<file path="config.mk">
export PLATFORM = sky130hd
export DESIGN_NAME = iserdes_frame_align_ctrl_flat
export DESIGN_NICKNAME = d
export VERILOG_FILES = /design/src/rtl/iserdes_align_pkg.sv /design/src/rtl/iserdes_frame_align_ctrl_if.sv /design/src/rtl/align_wait_timer.sv /design/src/rtl/iserdes_frame_align_ctrl.sv /design/src/flat_wrapper.sv
export SDC_FILE = /design/constraint.sdc
export NUM_CORES = 1
export LEC_CHECK = 0
export ABC_CLOCK_PERIOD_IN_PS = 2200
export BUFFER_PORTS_ARGS = -buffer_cell sky130_fd_sc_hd__buf_4
export CAP_MARGIN = 0
export CORE_ASPECT_RATIO = 0.9
export CORE_MARGIN = 1.5
export CORE_UTILIZATION = 52
export DETAILED_ROUTE_END_ITERATION = 8
export MAX_ROUTING_LAYER = met4
export PLACE_DENSITY = 0.84
export SYNTH_ARGS = -nofsm -noshare
export SYNTH_HDL_FRONTEND = slang
export SYNTH_SLANG_ARGS = --single-unit
export TNS_END_PERCENT = 30
</file>
<file path="constraint.sdc">
create_clock -name clkdiv -period 2.2 [get_ports clkdiv]
set_input_delay 0.33 -clock clkdiv [delete_from_list [all_inputs] [get_ports clkdiv]]
set_output_delay 0.33 -clock clkdiv [all_outputs]
set_load 0.01 [all_outputs]
</file>
<file path="src/rtl/iserdes_align_pkg.sv">
// Shared types and constants for the ISERDES2 frame-alignment sequencer.
//   align_state_e     : sequencer state encoding
//   SLIP_W            : width of the per-polarity bitslip counter
//   FRAME_PATTERN_DEF : default expected frame word (bits doubled by the 1:8 DDR PHY)
//   max3()            : helper used to size the shared wait timer
package iserdes_align_pkg;

  typedef enum logic [3:0] {
    ST_IDLE,
    ST_CAL_WAIT_IDLE,
    ST_CAL_PULSE,
    ST_CAL_WAIT,
    ST_DLY_RST,
    ST_DLY_WAIT,
    ST_SETTLE,
    ST_CHECK,
    ST_SLIP,
    ST_SLIP_WAIT,
    ST_LOCKED,
    ST_FAIL
  } align_state_e;

  localparam int          SLIP_W            = 4;
  localparam logic [15:0] FRAME_PATTERN_DEF = 16'hFF00;

  function automatic int max3(input int a, input int b, input int c);
    int m;
    m = (a > b) ? a : b;
    return (m > c) ? m : c;
  endfunction

endpackage

</file>
<file path="src/rtl/iserdes_frame_align_ctrl_if.sv">
// Control/status bundle between the frame-alignment sequencer and the PHY.
//   start      : one-cycle (re)align request
//   busy       : slave IODELAY2 BUSY
//   frame_word : 16-bit PHY dout of the frame lane
//   cal_dly, rst_dly, bitslip, reva_flag : PHY control outputs
//   locked, fail, timeout, slip_cnt      : sequencer status
// master = sequencer side, slave = PHY/system side.
interface iserdes_frame_align_ctrl_if;
  import iserdes_align_pkg::*;

  logic              start;
  logic              busy;
  logic [15:0]       frame_word;
  logic              cal_dly;
  logic              rst_dly;
  logic              bitslip;
  logic              reva_flag;
  logic              locked;
  logic              fail;
  logic              timeout;
  logic [SLIP_W-1:0] slip_cnt;

  modport master (
    input  start, busy, frame_word,
    output cal_dly, rst_dly, bitslip, reva_flag, locked, fail, timeout, slip_cnt
  );

  modport slave (
    output start, busy, frame_word,
    input  cal_dly, rst_dly, bitslip, reva_flag, locked, fail, timeout, slip_cnt
  );

endinterface

</file>
<file path="src/rtl/align_wait_timer.sv">
// Loadable down-counter shared by the settle wait, the post-slip wait and the
// busy timeout.
//   clkdiv, reset_n : clock, async active-low reset
//   load, load_val  : (re)start the count; loading N gives done after N+1 cycles
//   done            : one-cycle pulse when the loaded count has run out
module align_wait_timer #(
  parameter int W = 10
) (
  input  logic         clkdiv,
  input  logic         reset_n,
  input  logic         load,
  input  logic [W-1:0] load_val,
  output logic         done
);

  logic [W-1:0] cnt;
  logic         armed;

  always_ff @(posedge clkdiv or negedge reset_n) begin
    if (!reset_n) begin
      cnt   <= '0;
      armed <= 1'b0;
    end else if (load) begin
      cnt   <= load_val;
      armed <= 1'b1;
    end else if (armed) begin
      if (cnt == '0) armed <= 1'b0;
      else           cnt   <= cnt - W'(1);
    end
  end

  // armed drops right after reaching zero, so done is a single-cycle pulse
  assign done = armed && (cnt == '0);

endmodule

</file>
<file path="src/rtl/iserdes_frame_align_ctrl.sv">
// Frame-alignment sequencer for the 1:8 DDR ISERDES2 frame-clock PHY.
// Calibrates and resets the IODELAY2 pair, then bitslips (and flips polarity
// once) until frame_word equals FRAME_PATTERN; monitors lock afterwards.
//   clkdiv  : PHY clkdiv domain clock
//   reset_n : async active-low reset; sequence auto-starts on release
//   bus     : control/status bundle (master side)
// All bus outputs come straight from flops.
module iserdes_frame_align_ctrl
  import iserdes_align_pkg::*;
#(
  parameter int          DATA_WIDTH    = 8,
  parameter logic [15:0] FRAME_PATTERN = FRAME_PATTERN_DEF,
  parameter int          MATCH_COUNT   = 4,
  parameter int          MISS_LIMIT    = 4,
  parameter int          SLIP_WAIT     = 4,
  parameter int          SETTLE_CYCLES = 16,
  parameter int          BUSY_TIMEOUT  = 1023
) (
  input  logic clkdiv,
  input  logic reset_n,
  iserdes_frame_align_ctrl_if.master bus
);

  localparam int TMR_W = $clog2(max3(BUSY_TIMEOUT, SETTLE_CYCLES, SLIP_WAIT) + 1);
  // timer fires load_val+1 cycles after loading, so load N-1 for an N-cycle wait
  localparam logic [TMR_W-1:0] BUSY_LD   = TMR_W'(BUSY_TIMEOUT - 1);
  localparam logic [TMR_W-1:0] SETTLE_LD = TMR_W'(SETTLE_CYCLES - 1);
  localparam logic [TMR_W-1:0] SLIP_LD   = TMR_W'(SLIP_WAIT - 1);

  align_state_e      state, state_n;
  logic [SLIP_W-1:0] slip_q, slip_n;
  logic              reva_q, reva_n;
  logic [3:0]        match_q, match_n, miss_q, miss_n;
  logic              rise_q, rise_n;      // busy seen high during CAL_WAIT
  logic              to_q, to_n;
  logic              req_q, req_n;        // pending start (also the boot request)
  logic              cal_q, rst_q, slip_pulse_q, locked_q, fail_q;
  logic              tmr_load, tmr_done;
  logic [TMR_W-1:0]  tmr_val;
  logic              go_cal, to_fail, hit;

  assign hit = (bus.frame_word == FRAME_PATTERN);

  align_wait_timer #(.W(TMR_W)) u_tmr (
    .clkdiv   (clkdiv),
    .reset_n  (reset_n),
    .load     (tmr_load),
    .load_val (tmr_val),
    .done     (tmr_done)
  );

  always_comb begin
    state_n  = state;
    slip_n   = slip_q;
    reva_n   = reva_q;
    match_n  = match_q;
    miss_n   = miss_q;
    rise_n   = rise_q;
    to_n     = to_q;
    req_n    = 1'b0;
    tmr_load = 1'b0;
    tmr_val  = '0;
    go_cal   = 1'b0;
    to_fail  = 1'b0;

    case (state)
      ST_IDLE: go_cal = bus.start || req_q;

      ST_CAL_WAIT_IDLE: begin
        if (!bus.busy)    state_n = ST_CAL_PULSE;
        else if (tmr_done) to_fail = 1'b1;
      end

      ST_CAL_PULSE: begin
        state_n  = ST_CAL_WAIT;
        rise_n   = 1'b0;
        tmr_load = 1'b1;
        tmr_val  = BUSY_LD;
      end

      // rising busy counts as progress and restarts the timeout
      ST_CAL_WAIT: begin
        if (!rise_q) begin
          if (bus.busy) begin
            rise_n   = 1'b1;
            tmr_load = 1'b1;
            tmr_val  = BUSY_LD;
          end else if (tmr_done) to_fail = 1'b1;
        end else begin
          if (!bus.busy)     state_n = ST_DLY_RST;
          else if (tmr_done) to_fail = 1'b1;
        end
      end

      ST_DLY_RST: begin
        state_n  = ST_DLY_WAIT;
        tmr_load = 1'b1;
        tmr_val  = BUSY_LD;
      end

      ST_DLY_WAIT: begin
        if (!bus.busy) begin
          state_n  = ST_SETTLE;
          tmr_load = 1'b1;
          tmr_val  = SETTLE_LD;
        end else if (tmr_done) to_fail = 1'b1;
      end

      ST_SETTLE: begin
        if (tmr_done) begin
          state_n = ST_CHECK;
          slip_n  = '0;
          reva_n  = 1'b0;
          match_n = '0;
        end
      end

      ST_CHECK: begin
        if (req_q) go_cal = 1'b1;
        else if (hit) begin
          if (int'(match_q) + 1 >= MATCH_COUNT) begin
            state_n = ST_LOCKED;
            match_n = '0;
            miss_n  = '0;
          end else match_n = match_q + 4'd1;
        end else begin
          match_n = '0;
          state_n = ST_SLIP;
        end
      end

      // the DATA_WIDTH-th slip brings the lane back to its starting phase,
      // so that is where polarity is flipped (or alignment abandoned)
      ST_SLIP: begin
        tmr_load = 1'b1;
        tmr_val  = SLIP_LD;
        if (slip_q == SLIP_W'(DATA_WIDTH - 1)) begin
          if (!reva_q) begin
            reva_n  = 1'b1;
            slip_n  = '0;
            state_n = ST_SLIP_WAIT;
          end else begin
            state_n = ST_FAIL;
            req_n   = bus.start;
          end
        end else begin
          slip_n  = slip_q + SLIP_W'(1);
          state_n = ST_SLIP_WAIT;
        end
      end

      ST_SLIP_WAIT: if (tmr_done) state_n = ST_CHECK;

      // loss of lock wins over start; a coincident start is replayed from CHECK
      ST_LOCKED: begin
        if (!hit && (int'(miss_q) + 1 >= MISS_LIMIT)) begin
          state_n = ST_CHECK;
          miss_n  = '0;
          match_n = '0;
          req_n   = bus.start;
        end else if (bus.start) go_cal = 1'b1;
        else if (hit)           miss_n = '0;
        else                    miss_n = miss_q + 4'd1;
      end

      ST_FAIL: go_cal = bus.start || req_q;

      default: state_n = ST_IDLE;
    endcase

    if (to_fail) begin
      state_n = ST_FAIL;
      to_n    = 1'b1;
      req_n   = bus.start;
    end
    if (go_cal) begin
      state_n  = ST_CAL_WAIT_IDLE;
      tmr_load = 1'b1;
      tmr_val  = BUSY_LD;
      rise_n   = 1'b0;
      to_n     = 1'b0;
    end
  end

  always_ff @(posedge clkdiv or negedge reset_n) begin
    if (!reset_n) begin
      state        <= ST_IDLE;
      slip_q       <= '0;
      reva_q       <= 1'b0;
      match_q      <= '0;
      miss_q       <= '0;
      rise_q       <= 1'b0;
      to_q         <= 1'b0;
      req_q        <= 1'b1;   // auto-start after reset
      cal_q        <= 1'b0;
      rst_q        <= 1'b0;
      slip_pulse_q <= 1'b0;
      locked_q     <= 1'b0;
      fail_q       <= 1'b0;
    end else begin
      state        <= state_n;
      slip_q       <= slip_n;
      reva_q       <= reva_n;
      match_q      <= match_n;
      miss_q       <= miss_n;
      rise_q       <= rise_n;
      to_q         <= to_n;
      req_q        <= req_n;
      cal_q        <= (state_n == ST_CAL_PULSE);
      rst_q        <= (state_n == ST_DLY_RST);
      slip_pulse_q <= (state_n == ST_SLIP);
      locked_q     <= (state_n == ST_LOCKED);
      fail_q       <= (state_n == ST_FAIL);
    end
  end

  assign bus.cal_dly   = cal_q;
  assign bus.rst_dly   = rst_q;
  assign bus.bitslip   = slip_pulse_q;
  assign bus.reva_flag = reva_q;
  assign bus.locked    = locked_q;
  assign bus.fail      = fail_q;
  assign bus.timeout   = to_q;
  assign bus.slip_cnt  = slip_q;

endmodule

</file>
<file path="src/flat_wrapper.sv">
// flat-port wrapper written by rule: the top's interface ports become plain ports
module iserdes_frame_align_ctrl_flat import iserdes_align_pkg::*;
#(
  parameter int          DATA_WIDTH    = 8,
  parameter logic [15:0] FRAME_PATTERN = FRAME_PATTERN_DEF,
  parameter int          MATCH_COUNT   = 4,
  parameter int          MISS_LIMIT    = 4,
  parameter int          SLIP_WAIT     = 4,
  parameter int          SETTLE_CYCLES = 16,
  parameter int          BUSY_TIMEOUT  = 1023
)
  (clkdiv, reset_n, bus_start, bus_busy, bus_frame_word, bus_cal_dly, bus_rst_dly, bus_bitslip, bus_reva_flag, bus_locked, bus_fail, bus_timeout, bus_slip_cnt);
  iserdes_frame_align_ctrl_if bus_i ();
  input  logic clkdiv;
  input  logic reset_n;
  input wire logic [$bits(bus_i.start)-1:0] bus_start;
  input wire logic [$bits(bus_i.busy)-1:0] bus_busy;
  input wire logic [$bits(bus_i.frame_word)-1:0] bus_frame_word;
  output wire logic [$bits(bus_i.cal_dly)-1:0] bus_cal_dly;
  output wire logic [$bits(bus_i.rst_dly)-1:0] bus_rst_dly;
  output wire logic [$bits(bus_i.bitslip)-1:0] bus_bitslip;
  output wire logic [$bits(bus_i.reva_flag)-1:0] bus_reva_flag;
  output wire logic [$bits(bus_i.locked)-1:0] bus_locked;
  output wire logic [$bits(bus_i.fail)-1:0] bus_fail;
  output wire logic [$bits(bus_i.timeout)-1:0] bus_timeout;
  output wire logic [$bits(bus_i.slip_cnt)-1:0] bus_slip_cnt;
  assign bus_i.start = bus_start;
  assign bus_i.busy = bus_busy;
  assign bus_i.frame_word = bus_frame_word;
  assign bus_cal_dly = bus_i.cal_dly;
  assign bus_rst_dly = bus_i.rst_dly;
  assign bus_bitslip = bus_i.bitslip;
  assign bus_reva_flag = bus_i.reva_flag;
  assign bus_locked = bus_i.locked;
  assign bus_fail = bus_i.fail;
  assign bus_timeout = bus_i.timeout;
  assign bus_slip_cnt = bus_i.slip_cnt;
  iserdes_frame_align_ctrl #(.DATA_WIDTH(DATA_WIDTH), .FRAME_PATTERN(FRAME_PATTERN), .MATCH_COUNT(MATCH_COUNT), .MISS_LIMIT(MISS_LIMIT), .SLIP_WAIT(SLIP_WAIT), .SETTLE_CYCLES(SETTLE_CYCLES), .BUSY_TIMEOUT(BUSY_TIMEOUT)) u_core (.clkdiv(clkdiv), .reset_n(reset_n), .bus(bus_i));
endmodule
</file>
==> results of run 1 <==
==> final cells by class <==
type                            instances  area [um2]  area share
Clock buffer                            5        68.8      0.0229
Sequential cell                        36         903       0.301
Timing Repair Buffer                   60         475       0.159
Inverter                               19        71.3      0.0238
Multi-Input combinational cell        194        1360       0.453
Clock inverter                          3        42.5      0.0142
Tap cell                               62        77.6      0.0259
==> layout by cell type (no fill, tap or decap), types with 6 or more instances in the layout <==
master   netlist  final
buf_4          1     58
dfrtp_1       35     34
nor2_1        23     23
inv_1         19     19
nand2_1       17     17
a21oi_1       18     16
nor3_1        11     11
o21ai_0       11     10
nand3_1        9      9
nor2b_1        7      7
o22ai_1        6      6
ha_1           6      6
==> layer usage <==
| metal | vias to the layer above | wire, um | track usage |
|---|---|---|---|
| met5 | - | 0 | - |
| met4 | 0 | 116 | 0.0880 |
| met3 | 16 | 502 | 0.0590 |
| met2 | 110 | 2810 | 0.403 |
| met1 | 1101 | 2790 | 0.376 |
| li1 | 1090 | - | - |
==> worst max-delay path, cell delays in order, from the launching register on <==
cell and delay (ns):
dfrtp_2 0.48, nor2_1 0.20, nor2_1 0.07, a2111oi_2 0.55, a221oi_1 0.16, buf_4 0.22
a22oi_1 0.20, o22ai_2 0.10
==> through the flow <==
step | TNS (ns) | util
final | 0 | 0.681
after detailed placement | -0.0329 | 0.643
after floorplan | 0 | -
after global placement | 0 | 0.643
after CTS | 0 | 0.670
after global routing | -0.108 | 0.681
==> where the power goes <==
part           switching (mW)  internal (mW)  total [mW]
Sequential              0.225          0.844        1.07
Combinational            1.03          0.851        1.88
Clock                   0.250          0.335       0.585
==> logic make-up (layout without fill, tap and decap cells) <==
group / count (synthesis) / in the layout / share of synthesized area
flops: 36 / 36 / 0.382
compound gates: 80 / 80 / 0.247
buf+inv: 31 / 87 / 0.0578
simple gates: 104 / 104 / 0.265
mux: 3 / 3 / 0.0133
xor+xnor: 1 / 1 / 0.00371
fa+ha+maj: 6 / 6 / 0.0318
==> state kept, by name, indices dropped and copies added, names as in the netlist, 4 cells and up <==
signal and count:
u_core.match_q 4, u_core.bus.slip_cnt 4, u_core.miss_q 4, u_core.state 4, u_core.u_tmr.cnt 10
==> final timing paths <==
check	startpoint	end	slack [ns]	cells after the start
min	reset_n	u_core.miss_q[2]$_DFFE_PN0P_	-0.02	1
max reg2reg	u_core.state[0]$_DFF_PN0_	u_core.u_tmr.cnt[6]$_DFFE_PN0P_	0.07	7
min reg2reg	u_core.match_q[2]$_DFFE_PN0P_	u_core.match_q[2]$_DFFE_PN0P_	0.52	1
max in group asynchronous	reset_n	u_core.req_q$_DFF_PN1_	1.88	1
min in group clkdiv	bus_start	u_core.req_q$_DFF_PN1_	0.27	3
max	u_core.state[0]$_DFF_PN0_	u_core.u_tmr.cnt[6]$_DFFE_PN0P_	0.07	7
==> repair_timing <==
| item | in CTS | in global routing |
|---|---|---|
| endpoints found under the hold margin | 0 | 0 |
| pin swaps | 0 | 2 |
| hold buffers | 0 | 0 |
| gates resized for setup | 1 | 11 |
| setup endpoints to repair | 2 | 17 |
| buffers inserted | 0 | 2 |
| gates cloned | 0 | 0 |
==> impl_metrics.env, run 1 <==
export IMPL_tightest_slew_ns=0.529
export IMPL_place_congestion=0.920
export IMPL_dieArea_um2=4950
export IMPL_netlist_area_um2=2360
export IMPL_die_y_um=66.9
export IMPL_grt_pass1_vias=2107
export IMPL_vias=2317
export IMPL_routed_wl_um=6220
export IMPL_hold_violations=31
export IMPL_syn_inst=261
export IMPL_track_usage=0.274
export IMPL_drv_slew=0
export IMPL_num_nets_final=342
export IMPL_power_total_mw=3.54
export IMPL_htree_levels=2
export IMPL_crit_path_start_kind="register"
export IMPL_seq_area_frac_synth=0.382
export IMPL_fin_skew_ns=0.00542
export IMPL_initial_utilization=0.536
export IMPL_place_inst=369
export IMPL_status="finished with violations"
export IMPL_coreArea_um2=4400
export IMPL_cp_required_ns=2.37
export IMPL_worstSetupPathType="register to register"
export IMPL_async_flop_share=1.00
export IMPL_drt_iter0_drc=225
export IMPL_rsz0062_at_grt="yes"
export IMPL_root_buffer="clkbuf_8"
export IMPL_final_cells=379
export IMPL_grt_remaining_overflow=0
export IMPL_post_place_ws_ns=-0.0329
export IMPL_hpwl_um=4380
export IMPL_yosys_area_top_type="dfrtp_1"
export IMPL_yosysMostFrequentCell="dfrtp_1"
export IMPL_syn_nets=287
export IMPL_antenna_found_initial=0
export IMPL_hold_ws_ns=-0.0161
export IMPL_fin_crit_ns=2.13
export IMPL_row_count=23
export IMPL_synth_cell_type_count=68
export IMPL_drc=0
export IMPL_syn_avg_cell_area_um2=9.04
export IMPL_grt_max_degree=37
export IMPL_worstSkewPairLatency_ns=0.29
export IMPL_synthTopCellsByArea="dfrtp_1 37%, a21oi_1 3.8%, nor2_1 3.7%, ha_1 3.2%, inv_1 3.0%"
export IMPL_critPathArrivalTime_ns=2.30
export IMPL_post_route_cells_drive_above_1_share=0.290
export IMPL_fmax_mhz=470
export IMPL_ys_warnings_count=0
export IMPL_cts_made_buffers=5
export IMPL_vias_per_cell=6.11
export IMPL_n_fill_cell=353
export IMPL_synth_top_cell_area_share=0.371
export IMPL_crit_path_end_kind="register"
export IMPL_grt_first_pass_wirelength_um=10000
export IMPL_synth_common_cells="35 x dfrtp_1, 23 x nor2_1, 19 x inv_1, 18 x a21oi_1, 17 x nand2_1"
export IMPL_diodes=0
export IMPL_ys_ff_latch=36
export IMPL_cts_sinks=36
export IMPL_numPortBuffers=30
export IMPL_drt_wirelength_per_cell_um=16.4
export IMPL_antenna_left=0
export IMPL_dieWidth_um=74.0
export IMPL_violations="hold timing"
export IMPL_leakagePower_nw=1.37
export IMPL_firstDrtPassIters=5
export IMPL_irDropWorstVdd_uv=683
export IMPL_period_share=0.967
export IMPL_syn_to_final_growth_pct=27.1
export IMPL_clkTransAtPathRegs_ns=0.08
export IMPL_max_cap_violations=0
export IMPL_setup_ws_ns=0.0731
export IMPL_fin_area_um2=3000
export IMPL_cts_tree="done"
export IMPL_min_path_type="input port to asynchronous set/reset pin"
export IMPL_power_per_cell_area_nw_per_um2=1180
export IMPL_ios=31
export IMPL_ys_flop_type="dfrtp_1"
export IMPL_worst_path_max_fanout=10
export IMPL_placed_area_um2=2830
export IMPL_setup_violations=0
export IMPL_max_slew_margin_rel=0.647
export IMPL_clock_path_buffers=2
export IMPL_synth_edf_count=0
Power figures use the tool's default switching activity.
==> inputs of run 2 (changes only) <==
==> constraint.sdc (replaced) <==
create_clock -name clkdiv -period 2.2 [get_ports clkdiv]
set_input_delay 0.22 -clock clkdiv [delete_from_list [all_inputs] [get_ports clkdiv]]
set_output_delay 0.22 -clock clkdiv [all_outputs]
set_load 0.01 [all_outputs]
==> impl_metrics.env, run 2 (same netlist as run 1, synthesis figures left out) <==
export IMPL_place_congestion=0.998
export IMPL_cts_made_buffers=5
export IMPL_grt_first_pass_wirelength_um=9570
export IMPL_min_path_type="input port to register"
export IMPL_initial_utilization=0.536
export IMPL_fin_area_um2=2990
export IMPL_syn_to_final_growth_pct=26.8
export IMPL_ios=31
export IMPL_tightest_slew_ns=0.513
export IMPL_worstSetupPathType="register to register"
export IMPL_antenna_left=0
export IMPL_drt_iter0_drc=365
export IMPL_grt_max_degree=37
export IMPL_fin_crit_ns=2.14
export IMPL_worstSkewPairLatency_ns=0.30
export IMPL_top_layer_used="met4"
export IMPL_routed_wl_met3_um=505
export IMPL_status="complete, no violations"
export IMPL_fin_skew_ns=0.00689
export IMPL_grt_pass1_vias=2113
export IMPL_hold_ws_ns=0.145
export IMPL_layout_commonest_cell="buf_4"
export IMPL_dieArea_um2=4950
export IMPL_crit_path_start_kind="register"
export IMPL_track_usage=0.262
export IMPL_n_fill_cell=344
export IMPL_critPathArrivalTime_ns=2.30
export IMPL_multiInputGateArea_um2=1390
export IMPL_diodes=0
export IMPL_setup_violations=0
export IMPL_ff_latch_area_um2=905
export IMPL_power_total_mw=3.38
export IMPL_regMostFlops="u_core.u_tmr.cnt"
export IMPL_hold_violations=0
export IMPL_vias=2328
export IMPL_max_cap_violations=0
export IMPL_grt_remaining_overflow=0
export IMPL_irDropWorstVdd_uv=800
export IMPL_num_nets_final=345
export IMPL_fmax_mhz=468
export IMPL_antenna_found_initial=0
export IMPL_final_cell_mix="62 x buf_4, 33 x dfrtp_1, 23 x nor2_1"
export IMPL_crit_path_end_kind="register"
export IMPL_dieWidth_um=74.0
export IMPL_cts_sinks=36
export IMPL_worst_path_max_fanout=5
export IMPL_m1WireLength_um=2640
export IMPL_numPortBuffers=30
export IMPL_route_met2_wl_um=2830
export IMPL_leakagePower_nw=1.37
export IMPL_coreArea_um2=4400
export IMPL_drv_slew=0
export IMPL_rsz0062_at_grt="yes"
export IMPL_drc=0
export IMPL_hpwl_um=4330
export IMPL_max_slew_margin_rel=0.655
export IMPL_power_per_cell_area_nw_per_um2=1130
export IMPL_drt_wirelength_per_cell_um=16.0
export IMPL_die_y_um=66.9
export IMPL_cts_tree="done"
export IMPL_placed_area_um2=2820
export IMPL_post_route_cells_drive_above_1_share=0.301
export IMPL_clock_path_buffers=2
export IMPL_row_count=23
export IMPL_htree_levels=2
export IMPL_cp_required_ns=2.36
export IMPL_routed_wl_um=6100
export IMPL_vias_per_cell=6.11
export IMPL_clkTransAtPathRegs_ns=0.07
export IMPL_largest_reg_flops=10
export IMPL_root_buffer="clkbuf_8"
export IMPL_period_share=0.971
export IMPL_firstDrtPassIters=7
run 2: cell count changes in the layout (fill, tap and decap cells not counted), moves of 2 or more:
cell	before	now
a21boi_1	2	0
a21boi_2	0	2
buf_12	2	0
buf_4	58	62
run 2: layout make-up:
class / count / share of cell area
Tap cell: 62 / 0.0259
Clock buffer: 6 / 0.0242
Timing Repair Buffer: 63 / 0.159
Clock inverter: 1 / 0.00167
Sequential cell: 36 / 0.302
Inverter: 19 / 0.0238
Multi-Input combinational cell: 194 / 0.463
run 2: repair_timing:
| item | 4_1_cts | 5_1_grt |
|---|---|---|
| hold buffers | 1 | 0 |
| endpoints found under the setup margin | 0 | 15 |
| buffers inserted | 0 | 3 |
| gates resized for setup | 0 | 18 |
| endpoints found under the hold margin | 35 | 0 |
run 2: through the flow:
stage / setup slack, ns / instances / utilization / TNS, ns
after global routing: -0.0478 / 381 / 0.680 / -0.279
after floorplan: 0.0714 / 261 / - / 0
after global placement: 0.137 / 370 / 0.639 / 0
after detailed placement: 0.0632 / 370 / 0.639 / 0
after CTS: 0.0554 / 378 / 0.659 / 0
final: 0.0629 / 381 / 0.680 / 0
run 2: layer usage:
| metal | vias up | global-route usage |
|---|---|---|
| li1 | 1098 | - |
| met1 | 1090 | 0.351 |
| met2 | 124 | 0.381 |
| met3 | 16 | 0.0711 |
| met4 | 0 | 0.0903 |
| met5 | - | - |
run 2: worst paths after layout:
path                                                 start  depth (start not counted)  slack [ns]                              end
max reg2reg                u_core.u_tmr.cnt[0]$_DFFE_PN0P_                          9        0.06  u_core.u_tmr.cnt[3]$_DFFE_PN0P_
max in group asynchronous                          reset_n                          2        1.43        u_core.state[2]$_DFF_PN0_
min in group asynchronous                          reset_n                          2        0.42    u_core.match_q[2]$_DFFE_PN0P_
min                                              bus_start                          3        0.14           u_core.req_q$_DFF_PN1_
min reg2reg                 u_core.bus.timeout$_DFFE_PN0P_                          1        0.52   u_core.bus.timeout$_DFFE_PN0P_
max                        u_core.u_tmr.cnt[0]$_DFFE_PN0P_                          9        0.06  u_core.u_tmr.cnt[3]$_DFFE_PN0P_
run 2: worst max-delay path, stage by stage (launching register included):
cell	delay [ns]
dfrtp_1	0.40
inv_1	0.10
ha_1	0.18
nor4b_4	0.32
nand2_2	0.09
o31a_1	0.31
nor3_4	0.18
and2_1	0.18
buf_4	0.15
o211ai_2	0.09
run 2: where the power goes:
group / internal (mW) / total (mW) / leakage [nW] / switching, mW
clock network: 0.215 / 0.457 / 0.0410 / 0.241
logic: 0.824 / 1.85 / 0.878 / 1.02
registers: 0.844 / 1.08 / 0.448 / 0.237
==> inputs of run 3 (changes only) <==
--- a/config.mk
+++ b/config.mk
@@ -13,7 +13,8 @@
 export CORE_UTILIZATION = 52
 export DETAILED_ROUTE_END_ITERATION = 8
 export MAX_ROUTING_LAYER = met4
-export PLACE_DENSITY = 0.84
+export PLACE_DENSITY = 0.76
+export RECOVER_POWER = 25
 export SYNTH_ARGS = -nofsm -noshare
 export SYNTH_HDL_FRONTEND = slang
 export SYNTH_SLANG_ARGS = --single-unit
==> impl_metrics.env, run 3 (same netlist as run 1, synthesis figures left out) <==
export IMPL_startpoint="u_core.miss_q[1]$_DFFE_PN0P_"
export IMPL_min_from="bus_start"
export IMPL_switching_share=0.441
export IMPL_max_cap_violations=0
export IMPL_tightest_slew_ns=0.902
export IMPL_p_int_mw=1.92
export IMPL_vias=2344
export IMPL_power_total_mw=3.43
export IMPL_routed_wl_um=6240
export IMPL_antenna_found_initial=0
export IMPL_p_clk_frac=0.147
export IMPL_period_share=0.959
export IMPL_num_nets_final=347
export IMPL_hold_violations=0
export IMPL_drt_iter0_drc=227
export IMPL_status="complete, no violations"
export IMPL_fmax_mhz=474
export IMPL_firstDrtPassIters=5
export IMPL_crit_chain="ha_1 > and2_1 > a21oi_2 > o21ai_2 > a221o_1 > buf_4 > o41ai_2"
export IMPL_grt_pass1_vias=2110
export IMPL_grt_max_degree=37
export IMPL_fin_skew_ns=0.00885
export IMPL_ios=31
export IMPL_critPathSlowestCell="a221o_1"
export IMPL_crit_path_end_kind="register"
export IMPL_antenna_left=0
export IMPL_n_fill_cell=356
export IMPL_cts_made_buffers=5
export IMPL_regMostFlops="u_core.u_tmr.cnt"
export IMPL_clkTransAtPathRegs_ns=0.07
export IMPL_cp_required_ns=2.39
export IMPL_critPathArrivalTime_ns=2.30
export IMPL_power_per_cell_area_nw_per_um2=1130
export IMPL_setup_violations=0
export IMPL_numPortBuffers=30
export IMPL_htree_levels=2
export IMPL_largest_reg_flops=10
export IMPL_row_count=23
export IMPL_max_slew_margin_rel=0.399
export IMPL_place_congestion=0.935
export IMPL_power_switching_mw=1.51
export IMPL_worstSetupPathType="register to register"
export IMPL_coreArea_um2=4400
export IMPL_cts_tree="done"
export IMPL_r2r_start="u_core.miss_q[1]$_DFFE_PN0P_"
export IMPL_root_buffer="clkbuf_8"
export IMPL_min_path_type="input port to register"
export IMPL_vias_per_cell=6.10
export IMPL_die_y_um=66.9
export IMPL_fin_crit_ns=2.11
export IMPL_hpwl_um=4490
export IMPL_track_usage=0.266
export IMPL_worst_path_max_fanout=4
export IMPL_multiInputGateArea_um2=1390
export IMPL_leakagePower_nw=1.39
export IMPL_final_cell_mix="62 x buf_4, 34 x dfrtp_1, 23 x nor2_1"
export IMPL_crit_path_start_kind="register"
export IMPL_clock_path_buffers=2
export IMPL_dieArea_um2=4950
export IMPL_grt_first_pass_wirelength_um=9900
export IMPL_drc=0
export IMPL_combPwrFrac=0.542
export IMPL_worstSkewPairLatency_ns=0.30
export IMPL_dieWidth_um=74.0
export IMPL_diodes=0
export IMPL_hold_ws_ns=0.159
export IMPL_irDropWorstVdd_uv=694
export IMPL_cts_sinks=36
export IMPL_layout_commonest_cell="buf_4"
export IMPL_p_seq_frac=0.311
export IMPL_ff_latch_area_um2=903
export IMPL_syn_to_final_growth_pct=28.6
export IMPL_post_route_cells_drive_above_1_share=0.304
export IMPL_grt_remaining_overflow=0
export IMPL_slowest_delay_ns=0.45
export IMPL_initial_utilization=0.536
export IMPL_drt_wirelength_per_cell_um=16.2
export IMPL_drv_slew=0
run 3: critical path, delay by kind of cell, from the launching register on:
family	cells	cell delay (ns)
and+or+nand+nor	1	0.16
DFF	1	0.42
AOI/OAI and AO/OA	4	1.04
buffers and inverters	1	0.18
adders and majority gates	1	0.20
run 3: per-stage QoR:
step	cells	area, um2	utilization	setup TNS (ns)	worst slack [ns]
3_3_place_gp	371	2840	0.644	0	0.100
5_1_grt	384	3030	0.689	-0.0239	-0.0152
3_5_place_dp	371	2840	0.644	-0.0120	-0.0120
2_1_floorplan	261	2360	-	0	0.0714
4_1_cts	380	2960	0.672	0	0.00824
6_report	384	3030	0.689	0	0.0896
run 3: per-layer routing:
layer | GRT usage | routed length (um) | vias to the layer above
met2 | 0.383 | 2880 | 101
met1 | 0.366 | 2790 | 1125
li1 | - | - | 1096
met3 | 0.0590 | 417 | 22
met5 | - | 0 | -
met4 | 0.0949 | 145 | 0
run 3: final timing paths:
| kind | cells past startpoint | to | slack [ns] |
|---|---|---|---|
| hold / removal | 3 | u_core.req_q$_DFF_PN1_ | 0.16 |
| setup / recovery | 7 | u_core.bus.fail$_DFF_PN0_ | 0.09 |
| min in group asynchronous | 2 | u_core.bus.slip_cnt[2]$_DFFE_PN0P_ | 0.58 |
| hold reg to reg | 1 | u_core.bus.timeout$_DFFE_PN0P_ | 0.50 |
| setup reg to reg | 7 | u_core.bus.fail$_DFF_PN0_ | 0.09 |
| max in group asynchronous | 2 | u_core.state[0]$_DFF_PN0_ | 0.99 |
run 3: final cells by class:
| cell class | instances | share of cell area |
|---|---|---|
| inverter | 19 | 0.0235 |
| tap | 62 | 0.0256 |
| multi-input combinational | 194 | 0.457 |
| sequential | 36 | 0.298 |
| clock inverter | 1 | 0.00247 |
| timing repair buffer | 65 | 0.165 |
| clock buffer | 7 | 0.0285 |
run 3: power by group through the flow:
| stage | clock network [mW] | registers (mW) | logic (mW) |
|---|---|---|---|
| after detailed placement | 0 | 1.06 | 1.73 |
| after global routing | 0.530 | 1.09 | 2.05 |
| after CTS | 0.508 | 1.05 | 1.78 |
| after floorplan | 0 | 1.01 | 1.19 |
| after global placement | 0 | 1.06 | 1.68 |
| final | 0.504 | 1.07 | 1.86 |
run 3: what timing repair did:
item / 4_1_cts / 5_1_grt
resized for setup: 3 / 14
cloned: 0 / 0
pin swaps: 0 / 5
hold buffers: 1 / 0
setup endpoints to repair: 2 / 23
endpoints found under the hold margin: 35 / 0
buffers inserted: 0 / 4
